===== config.mk =====
export PLATFORM = sky130hd
export DESIGN_NAME = alu_arbiter_flat
export DESIGN_NICKNAME = d
export VERILOG_FILES = /design/src/rtl/alu_arbiter_if.sv /design/src/rtl/alu_arbiter.sv /design/src/flat_wrapper.sv
export SDC_FILE = /design/constraint.sdc
export NUM_CORES = 1
export LEC_CHECK = 0
export ABC_AREA = 1
export CAP_MARGIN = 20
export CORE_MARGIN = 3
export CORE_UTILIZATION = 43
export DETAILED_ROUTE_END_ITERATION = 12
export PLACE_DENSITY_LB_ADDON = 0.05
export SLEW_MARGIN = 20
export SYNTH_ARGS = -nofsm -noshare
export SYNTH_HDL_FRONTEND = slang
export SYNTH_SLANG_ARGS = --single-unit

===== constraint.sdc =====
create_clock -name clk -period 6.04 [get_ports clk]
set_input_delay 1.208 -clock clk [delete_from_list [all_inputs] [get_ports clk]]
set_output_delay 1.208 -clock clk [all_outputs]
set_load 0.01 [all_outputs]

===== src/rtl/alu_arbiter_if.sv =====
// Request, response and ALU-control bundle shared between the two
// requesters, the arbiter and the external 16-bit ALU.
interface alu_arbiter_if;
  logic        req0_valid;
  logic        req0_ready;
  logic [3:0]  req0_op;
  logic [15:0] req0_a;
  logic [15:0] req0_b;
  logic        req0_half;
  logic        req0_byte;

  logic        req1_valid;
  logic        req1_ready;
  logic [3:0]  req1_op;
  logic [15:0] req1_a;
  logic [15:0] req1_b;
  logic        req1_half;
  logic        req1_byte;

  logic        rsp_valid;
  logic        rsp_id;
  logic [15:0] rsp_result;
  logic        rsp_cout;
  logic        rsp_z;
  logic        rsp_err;

  logic [15:0] alu_a;
  logic [15:0] alu_b;
  logic        alu_subtract;
  logic        alu_mult;
  logic        alu_and;
  logic        alu_or;
  logic        alu_xor;
  logic        alu_not;
  logic        alu_lshift;
  logic        alu_rshift;
  logic        alu_half;
  logic        alu_byte;
  logic [15:0] alu_sum;
  logic        alu_cout;
  logic        alu_z;

  // Arbiter side
  modport slave (
    input  req0_valid, req0_op, req0_a, req0_b, req0_half, req0_byte,
    output req0_ready,
    input  req1_valid, req1_op, req1_a, req1_b, req1_half, req1_byte,
    output req1_ready,
    output rsp_valid, rsp_id, rsp_result, rsp_cout, rsp_z, rsp_err,
    output alu_a, alu_b, alu_subtract, alu_mult, alu_and, alu_or,
           alu_xor, alu_not, alu_lshift, alu_rshift, alu_half, alu_byte,
    input  alu_sum, alu_cout, alu_z
  );

  // Requesters plus ALU side
  modport master (
    output req0_valid, req0_op, req0_a, req0_b, req0_half, req0_byte,
    input  req0_ready,
    output req1_valid, req1_op, req1_a, req1_b, req1_half, req1_byte,
    input  req1_ready,
    input  rsp_valid, rsp_id, rsp_result, rsp_cout, rsp_z, rsp_err,
    input  alu_a, alu_b, alu_subtract, alu_mult, alu_and, alu_or,
           alu_xor, alu_not, alu_lshift, alu_rshift, alu_half, alu_byte,
    output alu_sum, alu_cout, alu_z
  );
endinterface


===== src/rtl/alu_arbiter.sv =====
// Round-robin arbiter sharing one combinational 16-bit ALU between the CPU
// core (port 0) and the coprocessor/DMA side (port 1). Accepts one op in
// IDLE, drives the ALU strobes for the execute window, then pulses a
// one-cycle tagged response.
module alu_arbiter #(
  parameter int unsigned MULT_CYCLES = 2
) (
  input logic         clk,
  input logic         rst,
  alu_arbiter_if.slave bus
);

  typedef enum logic [1:0] {
    IDLE = 2'd0,
    EXEC = 2'd1,
    RESP = 2'd2
  } state_t;

  typedef enum logic [3:0] {
    OP_ADD  = 4'd0,
    OP_SUB  = 4'd1,
    OP_MULT = 4'd2,
    OP_AND  = 4'd3,
    OP_OR   = 4'd4,
    OP_XOR  = 4'd5,
    OP_NOT  = 4'd6,
    OP_SHL  = 4'd7,
    OP_SHR  = 4'd8
  } op_t;

  localparam logic [2:0] MULT_LOAD = 3'(MULT_CYCLES - 1);

  state_t      state, state_nxt;
  logic        last_grant;
  logic        grant;
  logic        hs;
  logic [2:0]  cnt;

  logic [3:0]  sel_op;
  logic [15:0] sel_a, sel_b;
  logic        sel_half, sel_byte;

  logic [3:0]  op_q;
  logic [15:0] a_q, b_q;
  logic        half_q, byte_q, id_q;
  logic        op_illegal;

  logic [15:0] res_q;
  logic        cout_q, z_q, err_q;

  // Round-robin grant: a lone requester always wins, a tie goes to the
  // port that did not win last time.
  always_comb begin
    grant = 1'b0;
    if (bus.req0_valid && bus.req1_valid) grant = ~last_grant;
    else if (bus.req1_valid)              grant = 1'b1;
  end

  assign bus.req0_ready = (state == IDLE) && !grant && bus.req0_valid;
  assign bus.req1_ready = (state == IDLE) &&  grant && bus.req1_valid;
  assign hs             = bus.req0_ready || bus.req1_ready;

  // Payload of the winning port
  always_comb begin
    sel_op   = grant ? bus.req1_op   : bus.req0_op;
    sel_a    = grant ? bus.req1_a    : bus.req0_a;
    sel_b    = grant ? bus.req1_b    : bus.req0_b;
    sel_half = grant ? bus.req1_half : bus.req0_half;
    sel_byte = grant ? bus.req1_byte : bus.req0_byte;
  end

  assign op_illegal = (op_q > 4'(OP_SHR));

  // State register
  always_ff @(posedge clk or posedge rst) begin
    if (rst) state <= IDLE;
    else     state <= state_nxt;
  end

  // Next-state logic
  always_comb begin
    state_nxt = state;
    unique case (state)
      IDLE:    if (hs) state_nxt = EXEC;
      EXEC:    if (cnt == 3'd0) state_nxt = RESP;
      RESP:    state_nxt = IDLE;
      default: state_nxt = IDLE;
    endcase
  end

  // Operand latch, execute counter, grant history and result capture
  always_ff @(posedge clk or posedge rst) begin
    if (rst) begin
      last_grant <= 1'b1;
      cnt        <= '0;
      op_q       <= '0;
      a_q        <= '0;
      b_q        <= '0;
      half_q     <= 1'b0;
      byte_q     <= 1'b0;
      id_q       <= 1'b0;
      res_q      <= '0;
      cout_q     <= 1'b0;
      z_q        <= 1'b0;
      err_q      <= 1'b0;
    end else begin
      if (hs) begin
        last_grant <= grant;
        op_q       <= sel_op;
        a_q        <= sel_a;
        b_q        <= sel_b;
        half_q     <= sel_half;
        byte_q     <= sel_byte;
        id_q       <= grant;
        cnt        <= (sel_op == 4'(OP_MULT)) ? MULT_LOAD : 3'd0;
      end
      if (state == EXEC) begin
        if (cnt != 3'd0) begin
          cnt <= cnt - 3'd1;
        end else if (op_illegal) begin
          res_q  <= '0;
          cout_q <= 1'b0;
          z_q    <= 1'b0;
          err_q  <= 1'b1;
        end else begin
          res_q  <= bus.alu_sum;
          cout_q <= bus.alu_cout;
          z_q    <= bus.alu_z;
          err_q  <= 1'b0;
        end
      end
    end
  end

  // ALU drive: latched operands and one-hot strobe during EXEC only
  always_comb begin
    bus.alu_a        = '0;
    bus.alu_b        = '0;
    bus.alu_half     = 1'b0;
    bus.alu_byte     = 1'b0;
    bus.alu_subtract = 1'b0;
    bus.alu_mult     = 1'b0;
    bus.alu_and      = 1'b0;
    bus.alu_or       = 1'b0;
    bus.alu_xor      = 1'b0;
    bus.alu_not      = 1'b0;
    bus.alu_lshift   = 1'b0;
    bus.alu_rshift   = 1'b0;
    if (state == EXEC) begin
      bus.alu_a    = a_q;
      bus.alu_b    = b_q;
      bus.alu_half = half_q;
      bus.alu_byte = byte_q;
      case (op_q)
        OP_SUB:  bus.alu_subtract = 1'b1;
        OP_MULT: bus.alu_mult     = 1'b1;
        OP_AND:  bus.alu_and      = 1'b1;
        OP_OR:   bus.alu_or       = 1'b1;
        OP_XOR:  bus.alu_xor      = 1'b1;
        OP_NOT:  bus.alu_not      = 1'b1;
        OP_SHL:  bus.alu_lshift   = 1'b1;
        OP_SHR:  bus.alu_rshift   = 1'b1;
        default: ;
      endcase
    end
  end

  // Response outputs
  always_comb begin
    bus.rsp_valid  = (state == RESP);
    bus.rsp_id     = id_q;
    bus.rsp_result = res_q;
    bus.rsp_cout   = cout_q;
    bus.rsp_z      = z_q;
    bus.rsp_err    = err_q;
  end

endmodule


===== src/flat_wrapper.sv =====
// flat-port wrapper written by rule: the top's interface ports become plain ports
module alu_arbiter_flat 
#(
  parameter int unsigned MULT_CYCLES = 2
)
  (clk, rst, bus_req0_valid, bus_req0_op, bus_req0_a, bus_req0_b, bus_req0_half, bus_req0_byte, bus_req0_ready, bus_req1_valid, bus_req1_op, bus_req1_a, bus_req1_b, bus_req1_half, bus_req1_byte, bus_req1_ready, bus_rsp_valid, bus_rsp_id, bus_rsp_result, bus_rsp_cout, bus_rsp_z, bus_rsp_err, bus_alu_a, bus_alu_b, bus_alu_subtract, bus_alu_mult, bus_alu_and, bus_alu_or, bus_alu_xor, bus_alu_not, bus_alu_lshift, bus_alu_rshift, bus_alu_half, bus_alu_byte, bus_alu_sum, bus_alu_cout, bus_alu_z);
  alu_arbiter_if bus_i ();
  input logic clk;
  input logic rst;
  input wire logic [$bits(bus_i.req0_valid)-1:0] bus_req0_valid;
  input wire logic [$bits(bus_i.req0_op)-1:0] bus_req0_op;
  input wire logic [$bits(bus_i.req0_a)-1:0] bus_req0_a;
  input wire logic [$bits(bus_i.req0_b)-1:0] bus_req0_b;
  input wire logic [$bits(bus_i.req0_half)-1:0] bus_req0_half;
  input wire logic [$bits(bus_i.req0_byte)-1:0] bus_req0_byte;
  output wire logic [$bits(bus_i.req0_ready)-1:0] bus_req0_ready;
  input wire logic [$bits(bus_i.req1_valid)-1:0] bus_req1_valid;
  input wire logic [$bits(bus_i.req1_op)-1:0] bus_req1_op;
  input wire logic [$bits(bus_i.req1_a)-1:0] bus_req1_a;
  input wire logic [$bits(bus_i.req1_b)-1:0] bus_req1_b;
  input wire logic [$bits(bus_i.req1_half)-1:0] bus_req1_half;
  input wire logic [$bits(bus_i.req1_byte)-1:0] bus_req1_byte;
  output wire logic [$bits(bus_i.req1_ready)-1:0] bus_req1_ready;
  output wire logic [$bits(bus_i.rsp_valid)-1:0] bus_rsp_valid;
  output wire logic [$bits(bus_i.rsp_id)-1:0] bus_rsp_id;
  output wire logic [$bits(bus_i.rsp_result)-1:0] bus_rsp_result;
  output wire logic [$bits(bus_i.rsp_cout)-1:0] bus_rsp_cout;
  output wire logic [$bits(bus_i.rsp_z)-1:0] bus_rsp_z;
  output wire logic [$bits(bus_i.rsp_err)-1:0] bus_rsp_err;
  output wire logic [$bits(bus_i.alu_a)-1:0] bus_alu_a;
  output wire logic [$bits(bus_i.alu_b)-1:0] bus_alu_b;
  output wire logic [$bits(bus_i.alu_subtract)-1:0] bus_alu_subtract;
  output wire logic [$bits(bus_i.alu_mult)-1:0] bus_alu_mult;
  output wire logic [$bits(bus_i.alu_and)-1:0] bus_alu_and;
  output wire logic [$bits(bus_i.alu_or)-1:0] bus_alu_or;
  output wire logic [$bits(bus_i.alu_xor)-1:0] bus_alu_xor;
  output wire logic [$bits(bus_i.alu_not)-1:0] bus_alu_not;
  output wire logic [$bits(bus_i.alu_lshift)-1:0] bus_alu_lshift;
  output wire logic [$bits(bus_i.alu_rshift)-1:0] bus_alu_rshift;
  output wire logic [$bits(bus_i.alu_half)-1:0] bus_alu_half;
  output wire logic [$bits(bus_i.alu_byte)-1:0] bus_alu_byte;
  input wire logic [$bits(bus_i.alu_sum)-1:0] bus_alu_sum;
  input wire logic [$bits(bus_i.alu_cout)-1:0] bus_alu_cout;
  input wire logic [$bits(bus_i.alu_z)-1:0] bus_alu_z;
  assign bus_i.req0_valid = bus_req0_valid;
  assign bus_i.req0_op = bus_req0_op;
  assign bus_i.req0_a = bus_req0_a;
  assign bus_i.req0_b = bus_req0_b;
  assign bus_i.req0_half = bus_req0_half;
  assign bus_i.req0_byte = bus_req0_byte;
  assign bus_req0_ready = bus_i.req0_ready;
  assign bus_i.req1_valid = bus_req1_valid;
  assign bus_i.req1_op = bus_req1_op;
  assign bus_i.req1_a = bus_req1_a;
  assign bus_i.req1_b = bus_req1_b;
  assign bus_i.req1_half = bus_req1_half;
  assign bus_i.req1_byte = bus_req1_byte;
  assign bus_req1_ready = bus_i.req1_ready;
  assign bus_rsp_valid = bus_i.rsp_valid;
  assign bus_rsp_id = bus_i.rsp_id;
  assign bus_rsp_result = bus_i.rsp_result;
  assign bus_rsp_cout = bus_i.rsp_cout;
  assign bus_rsp_z = bus_i.rsp_z;
  assign bus_rsp_err = bus_i.rsp_err;
  assign bus_alu_a = bus_i.alu_a;
  assign bus_alu_b = bus_i.alu_b;
  assign bus_alu_subtract = bus_i.alu_subtract;
  assign bus_alu_mult = bus_i.alu_mult;
  assign bus_alu_and = bus_i.alu_and;
  assign bus_alu_or = bus_i.alu_or;
  assign bus_alu_xor = bus_i.alu_xor;
  assign bus_alu_not = bus_i.alu_not;
  assign bus_alu_lshift = bus_i.alu_lshift;
  assign bus_alu_rshift = bus_i.alu_rshift;
  assign bus_alu_half = bus_i.alu_half;
  assign bus_alu_byte = bus_i.alu_byte;
  assign bus_i.alu_sum = bus_alu_sum;
  assign bus_i.alu_cout = bus_alu_cout;
  assign bus_i.alu_z = bus_alu_z;
  alu_arbiter #(.MULT_CYCLES(MULT_CYCLES)) u_core (.clk(clk), .rst(rst), .bus(bus_i));
endmodule

==> results of run 1 <==
-- power groups by stage --
| stage | Combinational, µW | Sequential [µW] | Clock, µW |
|---|---|---|---|
| floorplan | 772 | 769 | 0 |
| global placement | 1350 | 756 | 0 |
| global route | 1540 | 785 | 465 |
| detailed placement | 1400 | 765 | 0 |
| CTS | 1410 | 760 | 448 |
| finish | 1380 | 759 | 440 |
-- state kept, by name (all words and copies together) (netlist names), 2 cells and up --
signal	cells
u_core.a_q	16
u_core.b_q	16
u_core.bus.rsp_result	16
u_core.op_q	4
u_core.cnt	3
u_core.state	2
-- critical path, stage by stage --
cell and delay [ps]:
clkdlybuf4s50_1 470, nand2_1 120, nand2_2 80, buf_4 390
inv_4 260, nor2_1 180, clkdlybuf4s50_1 570
-- kinds of logic (layout without fill, tap and decap cells) --
kind of cell	Yosys count	after routing
adders and majority gates	2	2
AOI/OAI and AO/OA	61	61
xor gates and xnor gates	1	1
and+or+nand+nor	191	191
buffers and inverters	74	235
DFF	64	64
-- layout make-up --
cell class	instances	area, µm²	share of cell area, %
Clock buffer	10	128	2.53
Clock inverter	6	108	2.13
Inverter	54	205	4.06
Sequential cell	64	1600	31.7
Multi-Input combinational cell	255	1220	24.2
Tap cell	96	120	2.38
Timing Repair Buffer	165	1660	33.0
-- layout by cell type, fill, tap and decap left out, drive strengths merged, types with 3 or more instances in the layout --
cell	n
a22o	18
a31oi	34
buf	3
bufinv	3
clkbuf	10
clkdlybuf4s50	162
clkinv	3
dfrtp	63
inv	53
nand2	94
nand3	6
nor2	88
o21ai	7
-- per-stage QoR --
step | std cells | total power, µW | hold WS [ps] | cell area [µm²]
6_report | 650 | 2580 | 471 | 5050
5_1_grt | 650 | 2790 | 479 | 5050
4_1_cts | 650 | 2610 | 470 | 5050
3_5_place_dp | 634 | 2170 | 457 | 4810
3_3_place_gp | 633 | 2100 | 460 | 4790
2_1_floorplan | 393 | 1540 | 448 | 3160
-- worst paths after layout --
| check | endpoint | cells after the start | slack [ps] |
|---|---|---|---|
| max | bus_req0_ready | 7 | 1530 |
| min | u_core.last_grant$_DFFE_PP1P_ | 2 | 470 |
| max reg2reg | u_core.cnt[1]$_DFF_PP0_ | 9 | 3550 |
| min reg2reg | u_core.last_grant$_DFFE_PP1P_ | 2 | 470 |
| max in group asynchronous | u_core.b_q[5]$_DFFE_PP0P_ | 3 | 4100 |
| min in group asynchronous | u_core.bus.rsp_result[3]$_DFFE_PP0P_ | 3 | 1430 |
-- layer usage --
metal / GRT usage (%) / share of wire, %
met4: 7.43 / 0.59
met1: 25.6 / 41
met5: 0 / 0
met3: 6.73 / 9.4
met2: 35.4 / 49
==> results.toml, run 1 <==
[die]
fp.dieArea_um2 = 8420
dieHeight_um = 91.8
core_area_um2 = 6980
start_util_pct = 45.3
top_level_ports = 163
num_rows = 30
fp.dieW_um = 91.8

[global_route]
overflow = 0
track_usage_pct = 21.1
antenna_found_initial = 0
grt_max_degree = 73
first_global_vias = 3004
grt_pass1_wl_um = 14200

[power]
switching_power_uw = 973
vdd_drop_max_v = 0.000234
power.clock.fraction_pct = 17.1
p_leak_uw = 0.00236
power.share.switching_pct = 37.7
combPwrFrac_pct = 53.6
power_density_nw_per_um2 = 511
seqPwrFrac_pct = 29.4
p_int_uw = 1610

[synthesis]
synthMuxAreaShare_pct = 0
yosys.area.top_type = "dfrtp_1"
synth-edff-count = 0
synthTopCellsByCount = "90 x nand2_1, 85 x nor2_1, 63 x dfrtp_1"
synth_fa_ha_area_share_pct = 0.791
ys_warn_count = 0
async_flop_share_pct = 100
synth_compound_area_share_pct = 13.2
synth-xor-area-share_pct = 0.277
synth_most_common_cell = "nand2_1"
yosysUniqueCellTypes = 28
synthesis.nets = 493
syn_area_um2 = 3160
synth_ff_type = "dfrtp_1"
synth_top_family_by_area = "simple AND/OR/NAND/NOR gates"
synthTopCellsByArea = "dfrtp_1 50%, nand2_1 11%, nor2_1 10%"
synthSimpleGateAreaFrac_pct = 24.4
ys_seq_area_share_pct = 50.7
postSynthCellCount = 393
syn_area_per_cell_um2 = 8.05
synth_top_area_share_pct = 49.8
ys_seq_elements = 64

[placement]
post-place-ws_ps = 1520
place.gp.congestion = 0.723
place_hpwl_um = 6260
io_buffers = 162

[worst_setup_path]
cp-start-kind = "input pin"
crit_path_end_kind = "primary output"
r2r_start = "u_core.last_grant$_DFFE_PP1P_"
crit_type = "in2out"
cp.required_ps = 4830
cp.arrival_ps = 3300
crit_start = "bus_req0_valid"
worstPathMaxFanout = 39

[clock_tree]
post_cts_buffers = 0
clock-sinks = 64
cts-resized-gates = 0
h-tree-depth = 3
clk_pin_slew_ps = 70
cts_tree = "built"
clock-root-buffer = "clkbuf_8"
clock_latency_ps = 330
numCtsBuffers = 9
cts_buffer_depth = 2
cts_hold_buf = 0

[final_layout]
nFillCells = 569
utilization_pct = 72.3
layout-drive-gt1-share_pct = 5.60
nets = 649
diodes = 0
syn2layout_area_growth_pct = 59.5

[routing]
via_per_inst = 4.70
drt-pass1-iter-count = 4
num_vias = 3055
drc_errors = 0
finalWirelength_um = 8700
wl_per_cell_um = 13.4
drt_iter0_drc = 92
ant_nets = 0

[timing]
clock.fmax_mhz = 222
slew_headroom_pct = 47.1
finClkSkew_ps = 9.40
report.final.setup_viol = 0
fin_ws_ps = 1530
max_slew.worst_pin.slew_ps = 794
min_period_ps = 4510
grt_setup_unrepaired = "false"
tns_ps = 0
maxSlewViolCount = 0
finalHoldViolCount = 0
period_share_pct = 74.7

[min_path]
hp-start = "u_core.last_grant$_DFFE_PP1P_"
min_path_type = "reg2reg"

[run]
drv_cap = 0

[run_status]
status = "finished clean"
No activity file was read; power rests on OpenSTA's default activity.
==> run 2: changes to the inputs <==
--- a/config.mk
+++ b/config.mk
@@ -8,7 +8,7 @@
 export ABC_AREA = 1
 export CAP_MARGIN = 20
 export CORE_MARGIN = 3
-export CORE_UTILIZATION = 43
+export CORE_UTILIZATION = 40
 export DETAILED_ROUTE_END_ITERATION = 12
 export PLACE_DENSITY_LB_ADDON = 0.05
 export SLEW_MARGIN = 20
==> constraint.sdc (replaced) <==
create_clock -name clk -period 4.15 [get_ports clk]
set_input_delay 0.83 -clock clk [delete_from_list [all_inputs] [get_ports clk]]
set_output_delay 0.83 -clock clk [all_outputs]
set_load 0.01 [all_outputs]
==> run 2 against run 1 <==
Die area is 7.0% higher. Clock power grew 17%. Flip-flop and latch count did not move. Combinational power grew 43%. Worst hold slack better by 4.9 ps. Critical path depth unchanged. Sequential share of layout area up 0.40 points. Via count down 0.69%. Setup slack worse by 720 ps. Largest power group unchanged.
==> results.toml, run 2 (same netlist as run 1, synthesis figures left out) <==
[run_status]
status = "finished clean"

[placement]
place_area_um2 = 4800
io_buffers = 162
place_hpwl_um = 6270
place.gp.congestion = 0.752
post-place-ws_ps = 787

[timing]
min_period_ps = 3340
grt_setup_unrepaired = "false"
slew_headroom_pct = 43.4
report.final.setup_viol = 0
tns_ps = 0
period_share_pct = 80.6
maxSlewViolCount = 0
finalHoldViolCount = 0
fin_ws_ps = 806
finClkSkew_ps = 8.54
max_slew.worst_pin.slew_ps = 849
clock.fmax_mhz = 299

[die]
fp.dieW_um = 94.9
top_level_ports = 163
dieHeight_um = 94.9
fp.dieArea_um2 = 9010
core_area_um2 = 7450
num_rows = 31
start_util_pct = 42.5

[min_path]
hold_end = "u_core.last_grant$_DFFE_PP1P_"
hold_depth = 2
min_path_type = "reg2reg"
hp-start = "u_core.last_grant$_DFFE_PP1P_"

[clock_tree]
h-tree-depth = 3
clk_pin_slew_ps = 70
cts-resized-gates = 0
clock-root-buffer = "clkbuf_8"
post_cts_buffers = 0
cts_tree = "built"
clock-sinks = 64
clock_latency_ps = 330
cts_buffer_depth = 2
numCtsBuffers = 9
cts_hold_buf = 0

[routing]
finalWirelength_um = 8670
wl_per_cell_um = 13.3
drt-pass1-iter-count = 4
drt_iter0_drc = 111
via_per_inst = 4.65
num_vias = 3034
ant_nets = 0
drc_errors = 0

[final_layout]
nets = 649
nFillCells = 665
final_area_um2 = 4990
diodes = 0
syn2layout_area_growth_pct = 57.6
layout-drive-gt1-share_pct = 5.60
final_common_cell = "clkdlybuf4s50_1"
layout_common_cells = "162 x clkdlybuf4s50_1, 90 x nand2_1, 85 x nor2_1, 63 x dfrtp_1, 49 x inv_1"

[power]
p_leak_uw = 0.00233
power_density_nw_per_um2 = 721
vdd_drop_max_v = 0.000380

[worst_setup_path]
crit_path_end_kind = "primary output"
cp-start-kind = "input pin"
cp.arrival_ps = 2510
worstPathMaxFanout = 37
worst_r2r_path_depth = 8
r2r_start = "u_core.last_grant$_DFFE_PP1P_"
crit_type = "in2out"
r2r_end = "u_core.cnt[1]$_DFF_PP0_"
r2r_slack_ps = 2100
cp.required_ps = 3320

[global_route]
track_usage_pct = 20.0
first_global_vias = 2935
grt_pass1_wl_um = 14100
antenna_found_initial = 0
overflow = 0
grt_max_degree = 73

[run]
drv_cap = 0
## run 2: changes by cell type in the layout (fill, tap and decap cells not counted), sizes merged
cell	previous run	this run
bufinv	3	1
clkinv	3	5
clkinvlp	1	2
inv	53	52
## run 2: critical path: stages
cell	delay [ps]
clkdlybuf4s50_1	410
nand2_1	150
nand2_2	90
inv_4	300
nand2_4	110
inv_1	80
clkdlybuf4s50_1	530
## run 2: worst max path at each step
| stage | cells past startpoint | to | slack (ps) | from |
|---|---|---|---|---|
| after floorplan | 1 | u_core.a_q[0]$_DFFE_PP0P_ | 1720 | rst |
| after global placement | 7 | bus_req1_ready | 790 | bus_req0_valid |
| after detailed placement | 7 | bus_req1_ready | 790 | bus_req0_valid |
| after CTS | 5 | bus_alu_b[9] | 760 | u_core.state[1]$_DFFE_PP0P_ |
| after global routing | 6 | bus_alu_b[1] | 610 | u_core.state[0]$_DFFE_PP0P_ |
| final | 7 | bus_req1_ready | 810 | bus_req0_valid |
## run 2: per-layer routing
| metal | vias up | global-route usage, % | part of all wire, % |
|---|---|---|---|
| li1 | 1551 | - | - |
| met1 | 1368 | 26.1 | 43 |
| met2 | 107 | 31.9 | 47 |
| met3 | 8 | 5.82 | 8.7 |
| met4 | 0 | 6.85 | 1.2 |
| met5 | - | 0 | 0 |
## run 2: metrics by stage
step / hold WS [ps] / utilization (%) / instances / power (µW)
4_1_cts: 480 / 66.9 / 653 / 3650
2_1_floorplan: 448 / - / 393 / 2240
3_3_place_gp: 459 / 64.4 / 637 / 3070
5_1_grt: 496 / 67.0 / 653 / 3910
3_5_place_dp: 467 / 64.4 / 637 / 3110
6_report: 476 / 67.0 / 653 / 3600
## run 2: cell type report
cell class	instances	area (µm²)	area share, %
timing repair buffer	165	1640	33.0
inverter	54	206	4.14
multi-input combinational	255	1220	24.5
tap	99	124	2.48
clock buffer	10	128	2.56
clock inverter	6	60.1	1.20
sequential	64	1600	32.1
## run 2: power breakdown
part	internal, µW	leakage [µW]	switching, µW	total [µW]
clock network	274	0.0000920	242	516
logic	979	0.00148	998	1980
registers	936	0.000755	165	1100
total	2190	0.00233	1410	3600
